## config.mk

```make
export PLATFORM = sky130hd
export DESIGN_NAME = wb_arbiter
export DESIGN_NICKNAME = d
export VERILOG_FILES = /design/src/rtl/wb_arbiter.sv
export SDC_FILE = /design/constraint.sdc
export NUM_CORES = 1
export LEC_CHECK = 0
export BUFFER_PORTS_ARGS = -buffer_cell sky130_fd_sc_hd__buf_2
export CELL_PAD_IN_SITES_DETAIL_PLACEMENT = 1
export CELL_PAD_IN_SITES_GLOBAL_PLACEMENT = 1
export CORE_UTILIZATION = 47
export CTS_BUF_LIST = sky130_fd_sc_hd__clkbuf_16
export DETAILED_ROUTE_END_ITERATION = 12
export GPL_TIMING_DRIVEN = 0
export PLACE_DENSITY_LB_ADDON = 0.08
export SYNTH_ARGS = -nofsm -noshare
export SYNTH_HDL_FRONTEND = slang
export SYNTH_HIERARCHICAL = 1
export SYNTH_SLANG_ARGS = --single-unit
```

## constraint.sdc

```tcl
create_clock -name clk -period 5.6 [get_ports clk]
set_clock_uncertainty 0.2 [all_clocks]
set_input_delay 0.28 -clock clk [delete_from_list [all_inputs] [get_ports clk]]
set_output_delay 0.28 -clock clk [all_outputs]
set_load 0.05 [all_outputs]
```

## src/rtl/wb_arbiter.sv

```systemverilog
// wb_arbiter -- write-back arbiter for NUM_CH result producers.
// Each channel feeds a small FIFO of {res, res_rd}. One non-empty channel
// per cycle is granted (fixed priority or round-robin), its head is popped
// and registered onto result/rd with result_v high the following cycle.
// Results targeting x0 are accepted but dropped before buffering.
//
// Ports:
//   clk, rst    single clock, synchronous active-high reset
//   res_v       per-channel result valid
//   res         per-channel data, channel i at [i*XLEN +: XLEN]
//   res_rd      per-channel destination, channel i at [i*5 +: 5]
//   ok          per-channel ready (buffer not full, low during reset)
//   result/rd   registered write-back data / destination (held when idle)
//   result_v    write-back valid (consumer always accepts)
//   occupancy   per-channel fill count, ($clog2(DEPTH)+1) bits per channel

// Per-channel buffer: DEPTH entries, wrap-around pointers, explicit count.
module wb_arbiter_fifo #(
  parameter int W     = 37,
  parameter int DEPTH = 2,
  localparam int OW   = $clog2(DEPTH) + 1,
  localparam int PW   = (DEPTH > 1) ? $clog2(DEPTH) : 1
) (
  input  logic          clk,
  input  logic          rst,
  input  logic          push,
  input  logic          pop,
  input  logic [W-1:0]  din,
  output logic [W-1:0]  dout,
  output logic [OW-1:0] occ,
  output logic          empty,
  output logic          full
);
  logic [W-1:0]  mem [DEPTH];
  logic [PW-1:0] wr_ptr, rd_ptr;

  assign dout  = mem[rd_ptr];
  assign empty = (occ == '0);
  assign full  = (occ == OW'(DEPTH));

  always_ff @(posedge clk) begin
    if (rst) begin
      wr_ptr <= '0;
      rd_ptr <= '0;
      occ    <= '0;
    end else begin
      if (push) begin
        mem[wr_ptr] <= din;
        wr_ptr      <= (DEPTH == 1) ? '0 : wr_ptr + 1'b1;
      end
      if (pop)
        rd_ptr <= (DEPTH == 1) ? '0 : rd_ptr + 1'b1;
      // simultaneous push and pop leaves the count alone
      case ({push, pop})
        2'b10:   occ <= occ + 1'b1;
        2'b01:   occ <= occ - 1'b1;
        default: occ <= occ;
      endcase
    end
  end
endmodule

module wb_arbiter #(
  parameter int XLEN   = 32,
  parameter int NUM_CH = 2,
  parameter int DEPTH  = 2,
  parameter int MODE   = 0,
  localparam int OW    = $clog2(DEPTH) + 1,
  localparam int GW    = $clog2(NUM_CH),
  localparam int EW    = XLEN + 5
) (
  input  logic                 clk,
  input  logic                 rst,
  input  logic [NUM_CH-1:0]    res_v,
  input  logic [NUM_CH*XLEN-1:0] res,
  input  logic [NUM_CH*5-1:0]  res_rd,
  output logic [NUM_CH-1:0]    ok,
  output logic [XLEN-1:0]      result,
  output logic [4:0]           rd,
  output logic                 result_v,
  output logic [NUM_CH*OW-1:0] occupancy
);
  logic [NUM_CH-1:0]         empty, full, push, pop;
  logic [NUM_CH-1:0][EW-1:0] head;
  logic [GW-1:0]             last_grant, gnt_idx;
  logic                      gnt_any;
  int                        cand;

  for (genvar i = 0; i < NUM_CH; i++) begin : g_ch
    // ready comes from registered fill state only, never from this cycle's pop
    assign ok[i]   = ~rst & ~full[i];
    // x0 writes are handshaken but never buffered
    assign push[i] = res_v[i] & ok[i] & (res_rd[i*5 +: 5] != 5'd0);
    assign pop[i]  = gnt_any & (gnt_idx == GW'(i));

    wb_arbiter_fifo #(.W(EW), .DEPTH(DEPTH)) u_fifo (
      .clk   (clk),
      .rst   (rst),
      .push  (push[i]),
      .pop   (pop[i]),
      .din   ({res[i*XLEN +: XLEN], res_rd[i*5 +: 5]}),
      .dout  (head[i]),
      .occ   (occupancy[i*OW +: OW]),
      .empty (empty[i]),
      .full  (full[i])
    );
  end

  // Grant search: fixed order from ch0, or rotating start after last_grant.
  always_comb begin
    gnt_any = 1'b0;
    gnt_idx = '0;
    cand    = 0;
    for (int k = 0; k < NUM_CH; k++) begin
      if (MODE == 1) cand = (int'(last_grant) + 1 + k) % NUM_CH;
      else           cand = k;
      if (!gnt_any && !empty[cand]) begin
        gnt_any = 1'b1;
        gnt_idx = GW'(cand);
      end
    end
  end

  always_ff @(posedge clk) begin
    if (rst) begin
      result     <= '0;
      rd         <= '0;
      result_v   <= 1'b0;
      last_grant <= GW'(NUM_CH - 1);
    end else begin
      result_v <= gnt_any;
      if (gnt_any) begin
        {result, rd} <= head[gnt_idx];
        last_grant   <= gnt_idx;
      end
    end
  end
endmodule

```

[After elaboration in Yosys (flattened, before gate mapping)]
Memories as Yosys holds them, arrays and structs flattened. A register that Yosys moved wholly into a read port is not among the register bits.
Index checks and enable logic that the tools add are counted.
Operators by class
  $add $sub $neg: 8
  magnitude comparators: 1
  equality and inequality tests: 6
  mux-type cells: 17
  bitwise gates (word level): 12
  reduce and logical (&&, ||, !) cells: 8
Operators by type and width (count)
  two-way mux 37 bit: 2
  two-way mux 1 bit: 13
  nonzero test 5 bit: 2
  AND 1 bit: 8
  equality test 2 bit (second input constant): 4
  one-hot mux 2 bit (2 select lines): 2
  adder 1 bit (second input constant): 4
  adder 2 x 1 -> 2 bit (second input constant): 2
  equality test 2 x 1 -> 1 bit (second input constant): 2
  logical NOT 2 bit: 2
  NOT 1 bit: 4
  nonzero test 2 bit: 2
  subtractor 2 x 1 -> 2 bit (second input constant): 2
  < comparator 1 x 2 -> 1 bit (second input constant): 1
  logical AND 1 bit: 1
  logical NOT 1 bit: 1
Storage, ports and cells
  flip-flop bits (word level): 46
  RAM bits: 148
  bits of input ports: 78
  output and inout bits: 44
  word-level logic and storage cells: 63
  memories: 2
Memory list
  g_ch[0].u_fifo.mem: depth 2, bits a word 37, rd ports 1, clocked after memory_dff 1, wr ports 1, line 34  | logic [W-1:0] mem [DEPTH];
  g_ch[1].u_fifo.mem: depth 2, bits a word 37, rd ports 1, clocked after memory_dff 1, wr ports 1, line 34

[Longest topological paths before layout]
Gate-level depths: netlist (run 1).
  depth in word-level cells: 8
  mapped depth: 9
  gate-level depth less buffers: 8

[By module]
Netlist (run 1), hierarchy kept.
By module, submodules not included
  wb_arbiter_fifo: instances 2, cells an instance 137, area an instance 2874.0 um^2, seq. area each 2322.2 um^2
  wb_arbiter: instances 1, cells an instance 175, area an instance 1709.1 um^2, seq. area each 760.7 um^2

[Worst setup path after synthesis (run 1)]
No wires, ideal clock.
  path kind: flip-flop to flip-flop
  start: register g_ch[1].u_fifo.occ[0]
  end: memory g_ch[1].u_fifo.mem[1][0], enable pin
  setup time: 0.486 ns
  data arrival time: 4.764 ns
  data required time: 4.914 ns
  slack: 0.151 ns
  cell stages (with the launch flop): 6
  path buffers: 0
  period minus slack after synthesis: 5.449 ns
  path through: dfxtp_1 and2b_2 nor2_1 o211a_1 inv_1 nor3b_1
Between the ends
  word-level cells in the longest chain between the ends: 8
Ends and longest elaborated chain
  from (decl): line 30  | output logic [OW-1:0] occ,
  from (signal assigned): line 55  | 2'b10: occ <= occ + 1'b1;
  from (signal assigned): line 56  | 2'b01: occ <= occ - 1'b1;
  equality test 2 bit: line 39  | assign full = (occ == OW'(DEPTH));
  named net full[1]: line 83  | logic [NUM_CH-1:0] empty, full, push, pop;
  NOT 1 bit: line 91  | assign ok[i] = ~rst & ~full[i];
  AND 1 bit: line 91
  named net ok[1]: line 77  | output logic [NUM_CH-1:0] ok,
  AND 1 bit (2 in series): line 93  | assign push[i] = res_v[i] & ok[i] & (res_rd[i*5 +: 5] != 5'd0);
  named net push[1]: line 83
  two-way mux 1 bit: line 47  | if (push) begin
  two-way mux 1 bit: line 42  | if (rst) begin
  two-way mux 1 bit (implied by the code): line 48  | mem[wr_ptr] <= din;
  to (decl): line 34
The timed path passes the listed nets, and every way through them passes these cells.

[Worst setup path in the final report (run 1)]
  start: register g_ch[0].u_fifo.occ[0]
  end: memory g_ch[0].u_fifo.mem[1][18], enable pin
Between the ends
  word-level cells in the longest chain between the ends: 8
Ends and longest elaborated chain (line)
  from (decl): 30
  from (signal assigned): 55
  from (signal assigned): 56
  equality test 2 bit: 39
  named net full[0]: 83
  NOT 1 bit: 91
  AND 1 bit: 91
  AND 1 bit (2 in series): 93
  named net push[0]: 83
  two-way mux 1 bit: 47
  two-way mux 1 bit: 42
  two-way mux 1 bit (implied by the code): 48
  to (decl): 34
The timed path passes the listed nets, and every way through them passes these cells.

==> run_results.csv, run 1 <==
group,metric,value,unit
status,status,"finished, final reports clean",
global_routing,grt_start_max_net_pins,19,
synthesis,synth_compound_area_share,4.33,%
floorplanning,fp.dieArea,16400,um2
final_layout,fin_area,9810,um2
global_routing,grt_usage,23.0,%
synthesis,synth-edff-count,148,
worst_setup_path,crit_slowest_cell,"nor3b_2",
placed_design,dpl.hpwl,11300,um
final_layout,antenna_cells,0,
global_routing,grt_antenna_before_repair,0,
job,drv_cap,0,
power_and_ir_drop,cellLeakagePower,3.81,nW
worst_setup_path,cpPeakStageDelay,0.86,ns
worst_setup_path,required,5.53,ns
synthesis,ys.warnings.count,6,
power_and_ir_drop,switching_share,36.6,%
worst_setup_path,criticalPathCategory,"register to register",
cts,cts_buffers,17,
placed_design,pre_cts_ws,2.23,ns
routing,postRouteAntennaNets,0,
global_routing,grt-ovfl-total,0,
synthesis,yosys.area_share.simple,3.46,%
power_and_ir_drop,sequentialPowerShare,38.6,%
global_routing,grt_pass1_vias,5136,
floorplanning,io_pins,122,
final_layout,final_nets,755,
min_path,hp-start,"rst",
placed_design,placed_area,8500,um2
sta,drv_slew,0,
power_and_ir_drop,power.share.clock,24.3,%
synthesis,synth_top_area_share,59.6,%
cts,cts.htree.levels,4,
synthesis,synth_xor_area_share,0.940,%
synthesis,avgSynthCellArea,16.6,um2
synthesis,synth_top_family_by_area,"multiplexers",
routing,wl_per_cell,19.5,um
final_layout,fin_util,63.8,%
synthesis,ys_seq_area_share,72.5,%
floorplanning,initial_core_util,48.5,%
sta,period_share,53.6,%
floorplanning,die_y,128,um
routing,vias,4599,
worst_setup_path,startpoint,"g_ch[0].u_fifo/occ[0]",
floorplanning,die_x,128,um
synthesis,synth_area_leader_cell,"edfxtp_1",
synthesis,ys_types,24,
floorplanning,num_rows,45,
final_layout,area_delta_synth_final,31.6,%
power_and_ir_drop,p_per_area,491,nW/um2
worst_setup_path,critPathBufInv,3,
cts,cts.sinks,196,
sta,period_needed,3.00,ns
synthesis,synth_cells,449,
sta,setup_viol,0,
placed_design,place_congestion,0.730,
power_and_ir_drop,ir_drop,0.261,mV
synthesis,yosys-top-cells-area,"edfxtp_1 (60%), dfxtp_1 (13%), mux2_2 (11%), mux2i_1 (5.0%), a211oi_1 (3.7%)",
min_path,hold_class,"input pin to register",
cts,clk_latency,0.42,ns
synthesis,syn_nets,529,
worst_setup_path,path_cells,"and2b_2, nor2_1, o211a_1, inv_1, nor3b_2, buf_8, buf_6",
synthesis,synth_area,7460,um2
sta,worst_slew_pin_slew,1.07,ns
placed_design,io_buffers,121,
power_and_ir_drop,p_int,3.05,mW
routing,first_iter_violations,178,
routing,vias_per_cell,5.12,
routing,drcViolationCount,0,
power_and_ir_drop,power.switching,1.76,mW
floorplanning,core,15400,um2
sta,worst_slack,2.60,ns
routing,firstDrtPassIters,4,
power_and_ir_drop,total_power,4.81,mW
synthesis,synthAdderAreaFrac,0.336,%
final_layout,drive_gt1_share,37.4,%
synthesis,ys_ff_latch,196,
worst_setup_path,r2r-start,"g_ch[0].u_fifo/occ[0]",
synthesis,synthFlopType,"edfxtp_1",
worst_setup_path,start_kind,"register",
cts,ctsLongestPathBuffers,2,
sta,relSlewSlack,28.1,%
cts,cts_tree,"built",
synthesis,synth-async-reset-ratio,0,%
placed_design,dp.cells,793,
worst_setup_path,critPathTopFamily,"simple AND/OR/NAND/NOR gates",
worst_setup_path,cp-end-kind,"register",
sta,hold_violations,0,
cts,cts_root_buf,"clkbuf_16",
synthesis,muxShareOfSynthArea,16.1,%
routing,wirelength,17600,um
sta,max_freq,0.333,GHz
worst_setup_path,cp_data_arrival_time,2.94,ns
global_routing,grt_first_pass_wirelength,27400,um
worst_setup_path,cp_max_fo,12,
final_layout,final_cells,899,
cts,cts_resized,0,
power_and_ir_drop,comb_power_share,37.1,%
cts,clk_pin_slew,0.07,ns
sta,grt_setup_unrepaired,"false",
==> logic make-up after synthesis <==
group           count (synthesis)
mux                           111
buf+inv                        28
compound gates                 44
fa+ha+maj                       2
xor+xnor                        8
simple gates                   60
flops                         196
==> worst reg2reg max path, delay by kind of cell, from the launching register on <==
family / cells / cell delay [ns]
buffers and inverters: 3 / 0.53
AOI/OAI and AO/OA: 1 / 0.25
and+or+nand+nor: 3 / 1.30
DFF: 1 / 0.44
==> cells in the final DEF (no fill, tap or decap), drive strengths merged, types with 7 or more instances in the layout <==
master	synthesis	layout
mux2	74	74
dfxtp	48	48
buf	17	150
edfxtp	148	148
mux2i	37	37
clkbuf	8	25
inv	3	7
nor2	50	50
clkinv	0	7
dlygate4sd3	0	74
a211oi	37	37
==> stage by stage <==
| stage | TNS (ns) | hold slack (ns) |
|---|---|---|
| 2_1_floorplan | 0 | 0.149 |
| 3_3_place_gp | -139.60 | 0.267 |
| 3_5_place_dp | 0 | 0.272 |
| 4_1_cts | 0 | 0.0330 |
| 5_1_grt | 0 | 0.0691 |
| 6_report | 0 | 0.0536 |
==> state kept, by name, indices dropped and copies added (netlist names), named ones only <==
signal	flops
g_ch.u_fifo/rd_ptr	2
g_ch.u_fifo/mem	148
result_v	1
g_ch.u_fifo/wr_ptr	2
rd	5
g_ch.u_fifo/occ	4
result	32
==> layout make-up <==
class / count / area [um2]
multi-input cells: 225 / 1900
clock buffers: 17 / 425
clock inverters: 15 / 140
inverters: 3 / 11.3
well taps: 211 / 264
plain buffers: 25 / 161
fillers: 1478 / 5560
repair buffers: 207 / 1500
flip-flops and latches: 196 / 5410
==> metal layers <==
| metal | GRT usage [%] | vias up | routed length (um) | part of all wire, % |
|---|---|---|---|---|
| met5 | 0 | - | 0 | 0 |
| met4 | 8.93 | 0 | 346 | 2.0 |
| met3 | 4.88 | 23 | 552 | 3.1 |
| met2 | 41.8 | 101 | 9450 | 54 |
| met1 | 26.5 | 2314 | 7210 | 41 |
| li1 | - | 2161 | - | - |
==> power by group through the flow <==
stage	registers, mW	clock network [mW]	logic [mW]
finish	1.86	1.17	1.78
floorplan	2.33	0	0.846
global placement	1.88	0	1.70
detailed placement	1.89	0	1.75
CTS	1.86	1.19	1.80
global route	1.88	1.25	1.91
==> timing repair <==
action,CTS,global route
setup buffers,0,0
hold endpoints to repair,148,0
hold buffers,74,0
==> Yosys cell counts (3+ instances only) <==
master and count:
a211oi_1 37, buf_4 9, clkbuf_1 8, inv_1 3
buf_2 5, mux2_2 74, a21oi_1 3, mux2i_1 37
nor2_1 50, xnor2_1 6, dfxtp_1 48, edfxtp_1 148
==> path summary, 6_finish.rpt <==
path | end | slack [ns] | cells past startpoint
hold / removal | g_ch[0].u_fifo/rd_ptr | 0.05 | 2
setup / recovery | g_ch[0].u_fifo/mem[1][18] | 2.60 | 7
setup reg to reg | g_ch[0].u_fifo/mem[1][18] | 2.60 | 7
hold reg to reg | g_ch[1].u_fifo/rd_ptr | 0.32 | 2
No activity file was read; power rests on OpenSTA's default activity.
==> inputs of run 2 (changes only) <==
clock period = 3.1 ns   (was 5.6 ns; I/O delays follow)
==> run 2 against run 1 <==
Compared with the run above:
- cell count down 0.11%
- non-clock buffer count is the same
- power up 81%
- wire length is 0.23% higher
- clock power up 76%
- utilization up 0.34 points
- flip-flop and latch count is the same
- combinational power grew 84%
- global-route usage up 0.13 points
- largest power group unchanged
==> run_results.csv, run 2 (synthesis gave the netlist of run 1 again) <==
group,metric,value,unit
status,status,"finished, final reports clean",
routing,vias,4598,
floorplanning,core,15400,um2
sta,period_needed,2.82,ns
sta,hold_ws,0.245,ns
final_layout,multi_input_area,1940,um2
power_and_ir_drop,sequentialPowerShare,38.6,%
cts,cts_buffers,17,
cts,cts.sinks,196,
worst_setup_path,cp-end-kind,"register",
sta,relSlewSlack,53.4,%
sta,grt_setup_unrepaired,"false",
placed_design,io_buffers,121,
routing,firstDrtPassIters,4,
final_layout,largest_register_ffs,148,
floorplanning,fp.dieArea,16400,um2
worst_setup_path,r2r_cells,8,
floorplanning,initial_core_util,48.5,%
routing,postRouteAntennaNets,0,
final_layout,final_nets,755,
power_and_ir_drop,cellLeakagePower,3.84,nW
min_path,min_path_cells,2,
global_routing,top_usage_layer,"met2",
min_path,hold_class,"input pin to register",
cts,cts_resized,0,
final_layout,final_cells,898,
floorplanning,io_pins,122,
cts,cts_root_buf,"clkbuf_16",
min_path,holdPathEnd,"g_ch[1].u_fifo/mem[0][25]",
cts,cts_tree,"built",
worst_setup_path,cp_data_arrival_time,2.98,ns
global_routing,grt_antenna_before_repair,0,
final_layout,regArea,5410,um2
sta,worst_slew_pin_slew,0.699,ns
final_layout,antenna_cells,0,
global_routing,grtUsageMet3,5.38,%
final_layout,layout_common_cells,"edfxtp_1 (148), buf_2 (126), dlygate4sd3_1 (77)",
sta,hold_violations,0,
floorplanning,die_x,128,um
power_and_ir_drop,total_power,8.69,mW
cts,clk_latency,0.43,ns
routing,wl_per_cell,19.6,um
global_routing,grt_usage,23.1,%
final_layout,drive_gt1_share,36.8,%
final_layout,final_common_cell,"edfxtp_1",
sta,setup_tns,0,ns
cts,ctsLongestPathBuffers,2,
floorplanning,num_rows,45,
global_routing,grt_first_pass_wirelength,27600,um
cts,clk_pin_slew,0.07,ns
worst_setup_path,r2r_setup_slack,0.51,ns
global_routing,grt-ovfl-total,0,
floorplanning,die_y,128,um
final_layout,fin_area,9860,um2
routing,drcViolationCount,0,
global_routing,grt_start_max_net_pins,19,
routing,wirelength,17600,um
sta,max_freq,0.354,GHz
worst_setup_path,criticalPathCategory,"input pin to register",
min_path,hp-start,"res[52]",
sta,drv_slew,0,
global_routing,grt_use_met1,27.5,%
global_routing,grt_util_met2,41.0,%
sta,period_share,91.1,%
sta,setup_viol,0,
placed_design,placed_area,8550,um2
worst_setup_path,r2r-start,"g_ch[0].u_fifo/occ[1]",
power_and_ir_drop,switching_share,36.7,%
power_and_ir_drop,ir_drop,0.476,mV
job,drv_cap,0,
worst_setup_path,required,3.25,ns
routing,vias_per_cell,5.12,
global_routing,grt_pass1_vias,5127,
power_and_ir_drop,p_int,5.50,mW
final_layout,regMostFlops,"g_ch.u_fifo/mem",
worst_setup_path,cp_max_fo,18,
final_layout,n_fill_cell,1450,
power_and_ir_drop,power.switching,3.19,mW
worst_setup_path,start_kind,"input pin",
power_and_ir_drop,p_per_area,881,nW/um2
placed_design,dp.cells,789,
routing,first_iter_violations,170,
power_and_ir_drop,comb_power_share,37.7,%
final_layout,reg_top3,"g_ch.u_fifo/mem: 148 flops, result: 32 flops, rd: 5 flops",
placed_design,place_congestion,0.759,
power_and_ir_drop,power.share.clock,23.7,%
worst_setup_path,worst_r2r_endpoint,"g_ch[1].u_fifo/occ[1]",
cts,cts.htree.levels,4,
placed_design,dpl.hpwl,10900,um
final_layout,area_delta_synth_final,32.3,%
-- run 2: cell type report --
cell class | instances | share of cell area [%]
multi-input cells | 225 | 19.7
well taps | 211 | 2.68
flip-flops and latches | 196 | 54.8
repair buffers | 207 | 15.6
plain buffers | 25 | 1.64
inverters | 3 | 0.114
clock inverters | 14 | 1.14
clock buffers | 17 | 4.31
-- run 2: power by group through the flow --
stage               registers [mW]  clock network, mW  logic (mW)
floorplan                     4.21                  0        1.55
global placement              3.39                  0        3.09
detailed placement            3.40                  0        3.17
CTS                           3.36               2.09        3.28
global route                  3.39               2.17        3.49
finish                        3.35               2.06        3.28
-- run 2: what timing repair did --
| item | CTS | global route |
|---|---|---|
| buffers inserted | 0 | 1 |
| hold endpoints to repair | 157 | 0 |
| endpoints found under the setup margin | 0 | 14 |
| hold buffers | 77 | 0 |
-- run 2: how the worst max path moves through the flow --
stage | startpoint | to | slack (ns) | cells after the start
finish | rst | g_ch[0].u_fifo/occ[1] | 0.28 | 9
global route | rst | g_ch[0].u_fifo/occ[1] | 0.15 | 9
CTS | rst | g_ch[0].u_fifo/mem[0][5] | 0.05 | 9
detailed placement | rst | g_ch[0].u_fifo/mem[0][12] | 0.16 | 8
global placement | rst | g_ch[1].u_fifo/mem[1][22] | -0.49 | 6
floorplan | g_ch[1].u_fifo/occ[0] | g_ch[1].u_fifo/mem[1][0] | 0.03 | 5
-- run 2: stage by stage --
stage | utilization, % | setup slack (ns)
final | 64.2 | 0.276
after detailed placement | 55.6 | 0.163
after global routing | 64.2 | 0.145
after global placement | 54.6 | -0.490
after CTS | 64.1 | 0.0457
after floorplan | - | 0.0273
-- run 2: metal layers --
layer,up-vias,wire (um)
li1,2154,-
met1,2315,7380
met2,107,9240
met3,22,691
met4,0,292
met5,-,0
-- run 2: critical path: stages --
cell and delay [ns]:
dlygate4sd3_1 0.54, buf_2 0.39, clkbuf_1 0.59, nor2_4 0.12
o211a_1 0.19, inv_1 0.18, ha_1 0.30, or3_1 0.35
a21oi_1 0.15
==> inputs of run 3 (changes only) <==
CELL_PAD_IN_SITES_DETAIL_PLACEMENT = default   (was 1)
CELL_PAD_IN_SITES_GLOBAL_PLACEMENT = default   (was 1)
CORE_UTILIZATION = 56   (was 47)
==> run 3 against run 2 <==
Compared with the run above:
- global-route usage increased by 1.5 points
- sequential power about the same
- register-to-register slack improved by 0.02 ns
- flip-flop and latch count unchanged
- hold slack improved by 0.0053 ns
- non-clock buffer count decreased by 1
- first-iteration DRC count increased by 18%
- via count increased by 0.26%
- sequential share of layout area decreased by 0.71 points
- count of clock-buffer cells in the layout unchanged
- utilization increased by 14 points
- combinational power decreased by 1%
==> run_results.csv, run 3 (synthesis gave the netlist of run 1 again) <==
group,metric,value,unit
routing,firstDrtPassIters,4,
cts,cts_tree,"built",
cts,cts_buffers,17,
placed_design,placed_area,8540,um2
floorplanning,die_y,117,um
placed_design,io_buffers,121,
final_layout,regMostFlops,"g_ch.u_fifo/mem",
sta,relSlewSlack,50.1,%
final_layout,fin_util,77.9,%
final_layout,drive_gt1_share,37.8,%
worst_setup_path,cp-end-kind,"register",
power_and_ir_drop,ir_drop,0.521,mV
cts,cts_resized,0,
final_layout,reg_top3,"g_ch.u_fifo/mem: 148 flops, result: 32 flops, rd: 5 flops",
global_routing,grt_antenna_before_repair,0,
cts,clk_latency,0.43,ns
sta,hold_violations,0,
sta,setup_viol,0,
sta,period_share,94.1,%
worst_setup_path,cp_data_arrival_time,2.85,ns
worst_setup_path,criticalPathCategory,"input pin to register",
cts,cts.sinks,196,
global_routing,grt_usage,24.7,%
floorplanning,fp.dieArea,13800,um2
global_routing,grt-ovfl-total,0,
sta,grt_setup_unrepaired,"false",
final_layout,largest_register_ffs,148,
floorplanning,die_x,117,um
worst_setup_path,required,3.04,ns
status,status,"finished, final reports clean",
floorplanning,io_pins,122,
cts,ctsLongestPathBuffers,2,
routing,wirelength,16100,um
routing,vias,4610,
sta,drv_slew,0,
min_path,hold_class,"input pin to register",
worst_setup_path,cp_max_fo,18,
final_layout,final_nets,754,
power_and_ir_drop,cellLeakagePower,3.89,nW
routing,postRouteAntennaNets,0,
routing,first_iter_violations,200,
sta,max_freq,0.343,GHz
global_routing,grt_first_pass_wirelength,25400,um
final_layout,area_delta_synth_final,34.0,%
worst_setup_path,r2r_cells,8,
floorplanning,num_rows,41,
final_layout,antenna_cells,0,
routing,drcViolationCount,0,
cts,cts.htree.levels,4,
worst_setup_path,start_kind,"input pin",
sta,period_needed,2.92,ns
cts,clk_pin_slew,0.07,ns
final_layout,fin_area,9990,um2
routing,wl_per_cell,18.7,um
min_path,min_path_cells,2,
sta,worst_slew_pin_slew,0.747,ns
global_routing,grt_start_max_net_pins,20,
power_and_ir_drop,p_per_area,912,nW/um2
job,drv_cap,0,
placed_design,place_congestion,0.752,
placed_design,dpl.hpwl,10000,um
final_layout,final_common_cell,"edfxtp_1",
routing,vias_per_cell,5.37,
final_layout,layout_common_cells,"edfxtp_1 (148), buf_2 (126), dlygate4sd3_1 (77)",
cts,cts_root_buf,"clkbuf_16",
global_routing,grt_pass1_vias,4994,
floorplanning,initial_core_util,58.1,%
floorplanning,core,12800,um2
run 3: changes by cell type in the layout (fill, tap and decap cells not counted):
| cell | delta |
|---|---|
| clkinv_4 | +1 |
| buf_16 | +3 |
| buf_4 | -1 |
| inv_1 | -7 |
| buf_8 | -3 |
| clkinvlp_4 | +2 |
| bufinv_16 | +5 |
run 3: through the flow:
stage               hold slack [ns]  TNS [ns]  power, mW  setup WS, ns  cells
CTS                           0.231         0       9.13         0.167    859
detailed placement            0.146         0       6.54         0.274    750
global route                  0.246         0       9.44        0.0589    859
global placement              0.142    -56.15       6.44        -0.479    742
floorplan                    0.0200         0       5.76        0.0273    449
finish                        0.250         0       9.11         0.184    859
run 3: critical path: stages:
cell and delay, ns:
dlygate4sd3_1 0.53, buf_2 0.27, clkbuf_1 0.37, nor2_4 0.23, o211a_1 0.22, inv_1 0.13, nor3_4 0.53, buf_16 0.23
buf_16 0.17
run 3: final timing paths:
kind	startpoint	endpoint	slack (ns)
min	res[34]	g_ch[1].u_fifo/mem[0][7]	0.25
max reg2reg	g_ch[0].u_fifo/occ[1]	g_ch[1].u_fifo/occ[1]	0.53
max	rst	g_ch[0].u_fifo/mem[0][9]	0.18
min reg2reg	g_ch[0].u_fifo/rd_ptr	g_ch[0].u_fifo/rd_ptr	0.34
run 3: timing repair:
action / 4_1_cts / 5_1_grt
setup buffers: 0 / 0
hold buffers: 77 / 0
endpoints found under the hold margin: 158 / 0
run 3: area by class of cell:
class	count	area (um2)
Buffer	25	161
Clock buffer	17	425
Clock inverter	15	260
Fill cell	779	2830
Inverter	3	11.3
Multi-Input combinational cell	225	1940
Sequential cell	196	5410
Tap cell	172	215
Timing Repair Buffer	206	1570
run 3: layer usage:
layer,share of wire [%],vias up,GRT usage (%),routed length [um]
met4,2.4,0,11.0,388
met3,3.9,28,4.52,633
li1,-,2159,-,-
met2,53,122,43.9,8530
met5,0,-,0,0
met1,41,2301,29.0,6540
run 3: report_power, final:
| group | total (mW) | leakage [nW] | switching (mW) | internal [mW] |
|---|---|---|---|---|
| registers | 3.35 | 1.74 | 0.174 | 3.18 |
| clock network | 2.51 | 0.326 | 0.924 | 1.59 |
| logic | 3.24 | 1.82 | 2.07 | 1.17 |
| total | 9.11 | 3.89 | 3.17 | 5.94 |
